### config.mk
export PLATFORM = sky130hd
export DESIGN_NAME = uart_status_reporter
export DESIGN_NICKNAME = d
export VERILOG_FILES = /design/src/rtl/uart_status_reporter.sv
export SDC_FILE = /design/constraint.sdc
export NUM_CORES = 1
export LEC_CHECK = 0
export CORE_MARGIN = 5
export CORE_UTILIZATION = 28
export DETAILED_ROUTE_END_ITERATION = 8
export DONT_BUFFER_PORTS = 1
export PLACE_DENSITY_LB_ADDON = 0.2
export SYNTH_ARGS = -nofsm -noshare
export SYNTH_HDL_FRONTEND = slang
export SYNTH_SLANG_ARGS = --single-unit
export TNS_END_PERCENT = 30
### constraint.sdc
create_clock -name CLK -period 1.9 [get_ports CLK]
set_input_delay 0.285 -clock CLK [delete_from_list [all_inputs] [get_ports CLK]]
set_output_delay 0.285 -clock CLK [all_outputs]
set_load 0.01 [all_outputs]
### src/rtl/uart_status_reporter.sv
// uart_status_reporter
//   Shares one UART TX line between byte echo and an ASCII status report.
//   Received 8N1 bytes are echoed. The query byte triggers a snapshot of id and
//   counter, which is sent as "<id>:<counter as 8 hex digits>\n".
// Ports
//   CLK      system clock, rising edge
//   nRST     asynchronous active-low reset
//   UART_RX  serial in, idle high, asynchronous to CLK
//   UART_TX  serial out, idle high
//   id       static board ID
//   counter  free-running counter, sampled when a report starts
//   busy     high from snapshot until the last report stop bit completes
//   rx_err   one-cycle pulse on a framing error
module uart_status_reporter #(
    parameter int unsigned CLKS_PER_BIT = 868,
    parameter logic [7:0]  QUERY_BYTE   = 8'h3F
) (
    input  logic        CLK,
    input  logic        nRST,
    input  logic        UART_RX,
    output logic        UART_TX,
    input  logic [3:0]  id,
    input  logic [31:0] counter,
    output logic        busy,
    output logic        rx_err
);
    localparam int unsigned CW = $clog2(CLKS_PER_BIT);
    localparam logic [CW-1:0] BitLast  = CW'(CLKS_PER_BIT - 1);
    localparam logic [CW-1:0] HalfLast = CW'(CLKS_PER_BIT / 2 - 1);

    function automatic logic [7:0] hex_ascii(input logic [3:0] n);
        return (n < 4'd10) ? (8'h30 + {4'h0, n}) : (8'h37 + {4'h0, n});
    endfunction

    // ---------------------------------------------------------------- RX path
    typedef enum logic [2:0] {RxIdle, RxStart, RxData, RxStop, RxWaitHigh} rx_state_e;

    rx_state_e     r_rx_state;
    logic          r_rx_meta, r_rx_sync, r_rx_prev;
    logic [CW-1:0] r_rx_cnt;
    logic [2:0]    r_rx_bit;
    logic [7:0]    r_rx_shift, r_rx_data;
    logic          r_rx_valid, r_rx_err;

    always_ff @(posedge CLK or negedge nRST) begin
        if (!nRST) begin
            r_rx_meta  <= 1'b1;
            r_rx_sync  <= 1'b1;
            r_rx_prev  <= 1'b1;
            r_rx_state <= RxIdle;
            r_rx_cnt   <= '0;
            r_rx_bit   <= '0;
            r_rx_shift <= '0;
            r_rx_data  <= '0;
            r_rx_valid <= 1'b0;
            r_rx_err   <= 1'b0;
        end else begin
            r_rx_meta  <= UART_RX;
            r_rx_sync  <= r_rx_meta;
            r_rx_prev  <= r_rx_sync;
            r_rx_valid <= 1'b0;
            r_rx_err   <= 1'b0;
            case (r_rx_state)
                RxIdle: begin
                    if (r_rx_prev && !r_rx_sync) begin
                        r_rx_state <= RxStart;
                        r_rx_cnt   <= '0;
                    end
                end
                RxStart: begin
                    if (r_rx_cnt == HalfLast) begin
                        r_rx_cnt <= '0;
                        // A start bit that is high again at mid-bit was a glitch.
                        if (!r_rx_sync) begin
                            r_rx_state <= RxData;
                            r_rx_bit   <= '0;
                        end else begin
                            r_rx_state <= RxIdle;
                        end
                    end else begin
                        r_rx_cnt <= r_rx_cnt + CW'(1);
                    end
                end
                RxData: begin
                    if (r_rx_cnt == BitLast) begin
                        r_rx_cnt   <= '0;
                        r_rx_shift <= {r_rx_sync, r_rx_shift[7:1]};
                        if (r_rx_bit == 3'd7) r_rx_state <= RxStop;
                        else                  r_rx_bit   <= r_rx_bit + 3'd1;
                    end else begin
                        r_rx_cnt <= r_rx_cnt + CW'(1);
                    end
                end
                RxStop: begin
                    if (r_rx_cnt == BitLast) begin
                        r_rx_cnt <= '0;
                        if (r_rx_sync) begin
                            r_rx_valid <= 1'b1;
                            r_rx_data  <= r_rx_shift;
                            r_rx_state <= RxIdle;
                        end else begin
                            r_rx_err   <= 1'b1;
                            r_rx_state <= RxWaitHigh;
                        end
                    end else begin
                        r_rx_cnt <= r_rx_cnt + CW'(1);
                    end
                end
                RxWaitHigh: if (r_rx_sync) r_rx_state <= RxIdle;
                default:    r_rx_state <= RxIdle;
            endcase
        end
    end

    // ---------------------------------------------------------------- TX engine
    logic          r_tx_out, r_tx_ready;
    logic [8:0]    r_tx_shift;
    logic [CW-1:0] r_tx_cnt;
    logic [3:0]    r_tx_nbit;
    logic          w_tx_load;
    logic [7:0]    w_tx_byte;

    always_ff @(posedge CLK or negedge nRST) begin
        if (!nRST) begin
            r_tx_out   <= 1'b1;
            r_tx_ready <= 1'b1;
            r_tx_shift <= '1;
            r_tx_cnt   <= '0;
            r_tx_nbit  <= '0;
        end else if (w_tx_load) begin
            r_tx_out   <= 1'b0;
            r_tx_shift <= {1'b1, w_tx_byte};
            r_tx_cnt   <= '0;
            r_tx_nbit  <= '0;
            r_tx_ready <= 1'b0;
        end else if (!r_tx_ready) begin
            if (r_tx_cnt == BitLast) begin
                r_tx_cnt <= '0;
                if (r_tx_nbit == 4'd9) begin
                    r_tx_ready <= 1'b1;
                    r_tx_out   <= 1'b1;
                end else begin
                    r_tx_out   <= r_tx_shift[0];
                    r_tx_shift <= {1'b1, r_tx_shift[8:1]};
                    r_tx_nbit  <= r_tx_nbit + 4'd1;
                end
            end else begin
                r_tx_cnt <= r_tx_cnt + CW'(1);
            end
        end
    end

    // ---------------------------------------------------------------- controller
    typedef enum logic [2:0] {StIdle, StEcho, StSnap, StSend, StWait} ctl_state_e;

    ctl_state_e  r_state;
    logic        r_echo_pend, r_qpend, r_busy;
    logic [7:0]  r_echo_data;
    logic [3:0]  r_idx, r_snap_id;
    logic [31:0] r_snap_cnt;
    logic [7:0]  w_frame_byte;
    logic        w_is_query, w_echo_take;

    assign w_is_query  = (r_rx_data == QUERY_BYTE);
    assign w_echo_take = (r_state == StEcho) && r_tx_ready;

    always_comb begin
        w_frame_byte = 8'h0A;
        case (r_idx)
            4'd0:    w_frame_byte = hex_ascii(r_snap_id);
            4'd1:    w_frame_byte = 8'h3A;
            4'd2:    w_frame_byte = hex_ascii(r_snap_cnt[31:28]);
            4'd3:    w_frame_byte = hex_ascii(r_snap_cnt[27:24]);
            4'd4:    w_frame_byte = hex_ascii(r_snap_cnt[23:20]);
            4'd5:    w_frame_byte = hex_ascii(r_snap_cnt[19:16]);
            4'd6:    w_frame_byte = hex_ascii(r_snap_cnt[15:12]);
            4'd7:    w_frame_byte = hex_ascii(r_snap_cnt[11:8]);
            4'd8:    w_frame_byte = hex_ascii(r_snap_cnt[7:4]);
            4'd9:    w_frame_byte = hex_ascii(r_snap_cnt[3:0]);
            default: w_frame_byte = 8'h0A;
        endcase
    end

    // SNAP loads byte 0 straight from id (static) so the first start bit
    // follows the query as closely as an echo would.
    always_comb begin
        w_tx_load = 1'b0;
        w_tx_byte = 8'h00;
        case (r_state)
            StEcho: begin w_tx_load = r_tx_ready; w_tx_byte = r_echo_data;   end
            StSnap: begin w_tx_load = r_tx_ready; w_tx_byte = hex_ascii(id); end
            StSend: begin w_tx_load = r_tx_ready; w_tx_byte = w_frame_byte;  end
            default: ;
        endcase
    end

    always_ff @(posedge CLK or negedge nRST) begin
        if (!nRST) begin
            r_state     <= StIdle;
            r_echo_pend <= 1'b0;
            r_echo_data <= '0;
            r_qpend     <= 1'b0;
            r_busy      <= 1'b0;
            r_idx       <= '0;
            r_snap_id   <= '0;
            r_snap_cnt  <= '0;
        end else begin
            if (w_echo_take) r_echo_pend <= 1'b0;
            // Last received byte wins the single echo slot.
            if (r_rx_valid && !w_is_query) begin
                r_echo_pend <= 1'b1;
                r_echo_data <= r_rx_data;
            end
            // Queries during a report are dropped.
            if (r_rx_valid && w_is_query && !r_busy) r_qpend <= 1'b1;

            case (r_state)
                StIdle: begin
                    if (r_qpend || (r_rx_valid && w_is_query)) begin
                        r_state <= StSnap;
                        r_busy  <= 1'b1;
                    end else if (r_echo_pend || (r_rx_valid && !w_is_query)) begin
                        r_state <= StEcho;
                    end
                end
                StEcho: if (r_tx_ready) r_state <= StIdle;
                StSnap: begin
                    r_snap_id  <= id;
                    r_snap_cnt <= counter;
                    r_idx      <= '0;
                    r_qpend    <= 1'b0;
                    r_state    <= r_tx_ready ? StWait : StSend;
                end
                StSend: if (r_tx_ready) r_state <= StWait;
                StWait: begin
                    if (r_tx_ready) begin
                        if (r_idx == 4'd10) begin
                            r_busy  <= 1'b0;
                            r_state <= StIdle;
                        end else begin
                            r_idx   <= r_idx + 4'd1;
                            r_state <= StSend;
                        end
                    end
                end
                default: r_state <= StIdle;
            endcase
        end
    end

    assign UART_TX = r_tx_out;
    assign busy    = r_busy;
    assign rx_err  = r_rx_err;

endmodule

# Yosys cells after proc, flatten, opt, wreduce, memory -nomap -nowiden
# Cells that the tools add are included.
dict set report word_totals {
  memories 0
  romBits 0
  register_bits 116
  in_bits 39
  word_cells 206
  latch_bits 0
  mem_bits_rw 0
}
dict set report op_classes {
  reduce_logical 32
  n_bitwise 0
  n_eq_ne 41
  order_cmp 10
  n_div 0
  shift 0
  add_sub_neg 25
  n_mul 0
  mux 75
}
# cell count
set ops {}
lappend ops {{6-bit by 4-bit adder with 7-bit output, first input constant} 20}
lappend ops {{7-bit two-way mux} 10}
lappend ops {{7-bit one-hot mux with 10 select lines} 1}
lappend ops {{10-bit two-way mux} 6}
lappend ops {{3-bit two-way mux} 17}
lappend ops {{4-bit < comparator, second input constant} 10}
lappend ops {{9-bit two-way mux} 4}
lappend ops {{2-bit inequality test, second input constant} 15}
lappend ops {{10-bit one-hot mux with 3 select lines} 1}
lappend ops {{3-bit one-hot mux with 5 select lines} 2}
lappend ops {{4-bit two-way mux} 6}
lappend ops {{8-bit one-hot mux with 3 select lines} 1}
lappend ops {{1-bit two-way mux} 22}
lappend ops {{10-bit by 1-bit adder with 10-bit output, second input constant} 2}
lappend ops {{10-bit equality test, second input constant} 2}
lappend ops {{4-bit by 3-bit equality test with 1-bit output, second input constant} 4}
lappend ops {{4-bit equality test, second input constant} 4}
lappend ops {{3-bit by 2-bit equality test with 1-bit output, second input constant} 4}
lappend ops {{2-bit nonzero test} 6}
lappend ops {{10-bit by 9-bit equality test with 1-bit output, second input constant} 1}
lappend ops {{3-bit equality test, second input constant} 3}
lappend ops {{3-bit AND reduction} 3}
lappend ops {{4-bit by 1-bit adder with 4-bit output, second input constant} 2}
lappend ops {{4-bit by 2-bit equality test with 1-bit output, second input constant} 2}
lappend ops {{22 further kinds} 35}

# Logic depth before layout (Yosys ltp)
dict set report logic_depth {
  word_depth 7
  ltp_mapped 8
  depth_no_buf 7
}

# Least setup slack after synthesis
# Ideal clock, no wire load.
dict set report synth_timing {
  kind {reg2reg}
  startpoint {register r_rx_cnt[0]}
  endpoint {register r_rx_cnt[4]}
  setup_time_ns 0.124
  t_arrival_ns 1.752
  required_time_ns 1.776
  path_buffers 2
  path_slack_ns 0.024
  stages_incl_launch_ff 9
  period_less_slack_ns 1.876
  path_cell_list {dfrtp_1 ha_1 and4bb_1 and4_1 buf_2 a2bb2oi_2 buf_2 nor2_1 a211o_1}
}
dict set report synth_via {
  elab_chain_len 3
}
# element line_no
set synth_rtl {}
lappend synth_rtl {{start, declared} 40} ;# logic [CW-1:0] r_rx_cnt;
lappend synth_rtl {{start signal, assigned} 81} ;# r_rx_cnt <= r_rx_cnt + CW'(1);
lappend synth_rtl {{start signal, assigned} 91} ;# r_rx_cnt <= r_rx_cnt + CW'(1);
lappend synth_rtl {{start signal, assigned} 106} ;# r_rx_cnt <= r_rx_cnt + CW'(1);
lappend synth_rtl {{10-bit by 1-bit adder with 10-bit output (tied with other cells)} {81, 91, 106}}
lappend synth_rtl {{10-bit two-way mux, on equally long branches} {85, 95, 71}}
lappend synth_rtl {{10-bit one-hot mux with 3 select lines *} 63} ;# case (r_rx_state)
# Every way passes the cells marked *; elsewhere a longest branch is shown, timed or not.
# A chain may end at the register's enable or synchronous reset.

# Worst setup path after layout
dict set report layout_timing {
  startpoint {register r_rx_cnt[0]}
  endpoint {register r_rx_bit[0]}
}
dict set report layout_via {
  elab_chain_len 3
}
# element line_no
set layout_rtl {}
lappend layout_rtl {{10-bit equality test or 10-bit by 9-bit equality test with 1-bit output (tied branches)} {85, 71}}
lappend layout_rtl {{2-bit inequality test (no source line)} n/a}
lappend layout_rtl {{5-bit AND reduction (no source line) *} n/a}
lappend layout_rtl {{end signal, assigned} 89} ;# else r_rx_bit <= r_rx_bit + 3'd1;
lappend layout_rtl {{end, declared} 41} ;# logic [2:0] r_rx_bit;
# Marks and branches as above.

==> metrics.md <==
| Metric | Value |
|---|---|
| CTS root buf | clkbuf_16 |
| Reg2Reg Launch Point | r_rx_cnt[0] |
| Die width | 165.5 microns |
| Total GRT Usage | 14.36% |
| CP required | 2.21 ns |
| Chip Height | 165.5 microns |
| Initial core utilization | 28.10% |
| DP Wirelength | 13.95 mm |
| Cell area after synthesis | between 6000 and 7000 sq um |
| Worst setup EP type | flip-flop |
| Clock Skew | 0.01001 ns |
| Post-synthesis sequential area ratio | 42.72% |
| Cell variety after synth | just over 70 |
| Failing checks | negative hold slack |
| Post-synthesis net count | 760 |
| Final setup TNS | 0 ns |
| Max stage delay on crit path | 0.41 ns |
| Num CTS Buffers | 17 |
| Finish-stage setup viols | 0 |
| Run status | finished, violations left |
| FMAX | 528.0 MHz |
| Port bufs | 0 |
| Peak supply drop | 409.3 uV |
| Pin count of the biggest net entering global routing | ~120 |
| R2R depth | 6 |
| Worst Path Buf+Inv | 0 |
| Io pins | 42 |
| EDFF count, synth | 0 |
| Worst EP arrival | between 2 and 2.5 ns |
| Final hold slack | -0.4354 ns |
| PwrDens | 766.5 nW/um^2 |
| Initial drt markers | 434 |
| RSZ-0062 raised after global routing | true |
| CTS Hold Bufs | 34 |
| Final Wtd Congestion | 0.8649 |
| Routed Antenna Nets | 0 |
| Total number of vias | 5762 |
| Max Root-Sink Buffers | 2 |
| Register bit total from synthesis | 115 |
| Worst slew pin tran | 0.5932 ns |
| Cell row count | 57 |
| Slew margin rel. | 60.03% |
| Reg clk slew, reported paths | 0.07 ns |
| Post-Layout Cell Count | 1146 |
| Core box area | around 24000 sq um |
| Crit-path leading delay family | simple AND/OR/NAND/NOR gates |
| Most used flip-flop cell after synthesis | dfrtp_1 |
| Max-Cap Viols | 0 |
| Syn. warnings | 0 |
| Worst Hold Class | in -> async |
| Avg Inst Size Synth | 9.677 sq um |
| # nets final | 869 |
| Total wire length after detailed routing | 19.03 mm |
| Area Growth Syn to Fin | 30.74% |
| Worst setup SP type | flip-flop |
| Synth Instances | 700 |
| CTS tree | yes |
| Crit Path Max Fanout | 2 |
| First-pass GRT wire length | 31.13 mm |
| Drt pass-1 iters | 5 |
| R2r setup slk | ~0.0061 ns |
| Final min period | 1.894 ns |
| Final hold vios | 115 |
| Slowest CP cell | or3b_4 |
| WL per Instance | 16.61 microns |
| Vias in the first global route | between 5000 and 6000 |
| Die ar. | 27400 sq um |
| Share of cells above drive strength 1 | 26.76% |
| FFs w/ async S/R, synth | 100.0% |
| Clk Latency, worst-skew pair | 0.42 ns |
| Vias per std cell | 5.028 |
| R2R Path End | r_rx_bit[0] |
| Pins over their slew limit | 0 |
| Clock sink count | 115 |
| Gr ovfl total | 0 |
| DRC | 0 |
| # placed instances | 1077 |
| H-tree depth | 4 |
| Worst-path cell chain | ha_2 -> and4bb_1 -> and3_4 -> a31oi_1 -> or3b_4 -> mux2_4 |
| Leakage power | 4.002 nW |
| Initial antenna violation count | 0 |
| ANT cells | 0 |
| Period utilization | 99.68% |
| Critical path class | reg -> reg |
[cell type report]
type	instances	area (sq um)
Clock buffer	18	439.2
Sequential cell	115	2899
Clock inverter	14	178.9
Tap cell	324	405.4
Multi-Input combinational cell	518	3779
Inverter	36	137.6
Timing Repair Buffer	121	1017
Fill cell	2474	15250
[synth_stat cells, drive strengths merged, types with 6 or more instances]
cell type | number | area (sq um)
mux2 | 43 | 488.0
nand2 | 72 | 270.3
nand3 | 16 | 80.08
nor2 | 37 | 138.9
and3b | 6 | 52.55
buf | 16 | 78.82
dfrtp | 102 | 2552
xnor2 | 10 | 87.58
nor4bb | 7 | 70.07
ha | 21 | 262.8
inv | 36 | 135.1
nand3b | 6 | 45.04
a211oi | 9 | 67.56
clkbuf | 15 | 56.30
nand4 | 9 | 62.56
o21ai | 66 | 330.3
nor3 | 10 | 55.05
a21o | 6 | 45.04
nor3b | 11 | 98.84
and4b | 12 | 120.1
mux2i | 13 | 130.1
and2 | 6 | 37.54
a22oi | 10 | 75.07
dfstp | 13 | 341.6
a21boi | 8 | 60.06
nor2b | 19 | 118.9
a21oi | 29 | 145.1
nor4 | 6 | 52.55
o211ai | 10 | 75.07
[per-layer routing]
layer | GRT usage (%) | vias up | part of all wire [%]
met5 | 0 | - | 0
met4 | 3.787 | 0 | 1.1
met3 | 2.730 | 20 | 4.0
met2 | 21.49 | 126 | 43
met1 | 21.20 | 2815 | 52
li1 | - | 2801 | -
[how the worst max path moves through the flow]
stage	from	to	slack, ns	cells after the start
floorplan	r_rx_cnt[0]	r_rx_cnt[4]	0.02	8
global placement	r_idx[1]	r_tx_shift[0]	-0.09	8
detailed placement	r_idx[1]	r_tx_shift[0]	-0.18	8
CTS	r_idx[1]	r_tx_shift[3]	-0.08	7
global route	r_idx[0]	r_tx_shift[3]	-0.08	7
finish	r_rx_cnt[0]	r_rx_bit[0]	0.006	6
[registers in the layout, indices dropped and copies added (netlist names), 3 cells and up]
name	cells
r_rx_shift	8
r_rx_data	8
r_idx	4
r_snap_cnt	32
r_rx_cnt	10
r_tx_nbit	4
r_state	3
r_snap_id	4
r_rx_bit	3
r_echo_data	8
r_rx_state	3
r_tx_shift	8
r_tx_cnt	10
[layout by cell type (no fill, tap or decap), types with 5 or more instances in the layout]
master         netlist  layout
a211oi_1             9       7
a21boi_0             8       8
a21o_1               6       6
a21oi_1             29      29
a22oi_1             10       9
and2_1               6       6
and3b_1              6       5
and4b_1             12      12
buf_4                0      83
clkbuf_16            0      17
dfrtp_1            102      98
dfstp_2             13      13
dlygate4sd3_1        0      34
ha_1                21      15
inv_1               36      34
mux2_2              42      42
mux2i_1             13      13
nand2_1             72      72
nand3_1             16      16
nand3b_1             6       6
nand4_1              8       8
nor2_1              37      35
nor2b_1             19      19
nor3_1               9       9
nor3b_1              9       7
nor4bb_1             7       6
o211ai_1            10      10
o21ai_0             64      62
xnor2_1             10      10
xor2_1               5       5
[what timing repair did]
action                                  CTS  global route
pin swaps                                 1             9
cloned                                    0             0
endpoints found under the hold margin   149           115
buffers inserted                          0             3
gates resized for setup                  10            35
endpoints found under the setup margin    9            29
[power breakdown]
group          leakage, nW  switching [mW]  internal [mW]
Sequential            1.44          0.0973           2.53
Combinational         2.27           0.366          0.394
Clock                0.294            1.29           2.11
Total                 4.00            1.75           5.04
[cells by family after synthesis]
family                     Yosys count  share of synthesized area, %
and+or+nand+nor                    248                         21.48
AOI/OAI and AO/OA                  178                         16.86
DFF                                115                         42.72
buffers and inverters               67                         3.990
muxes                               56                         9.124
adders and majority gates           21                         3.879
xor gates and xnor gates            15                         1.939
[through the flow]
step,hold WS [ns],setup WS [ns],instance area (sq um),power [mW],util (%)
2_1_floorplan,-0.01059,0.02372,6774,3.049,-
3_3_place_gp,-0.003007,-0.09394,7692,3.264,31.91
3_5_place_dp,-0.002031,-0.1836,7692,3.285,31.91
4_1_cts,-0.4581,-0.07706,8682,6.819,36.02
5_1_grt,-0.4618,-0.07707,8856,7.068,36.74
6_report,-0.4354,0.006130,8856,6.789,36.74
Note: power is estimated with default switching activity, not from simulation.
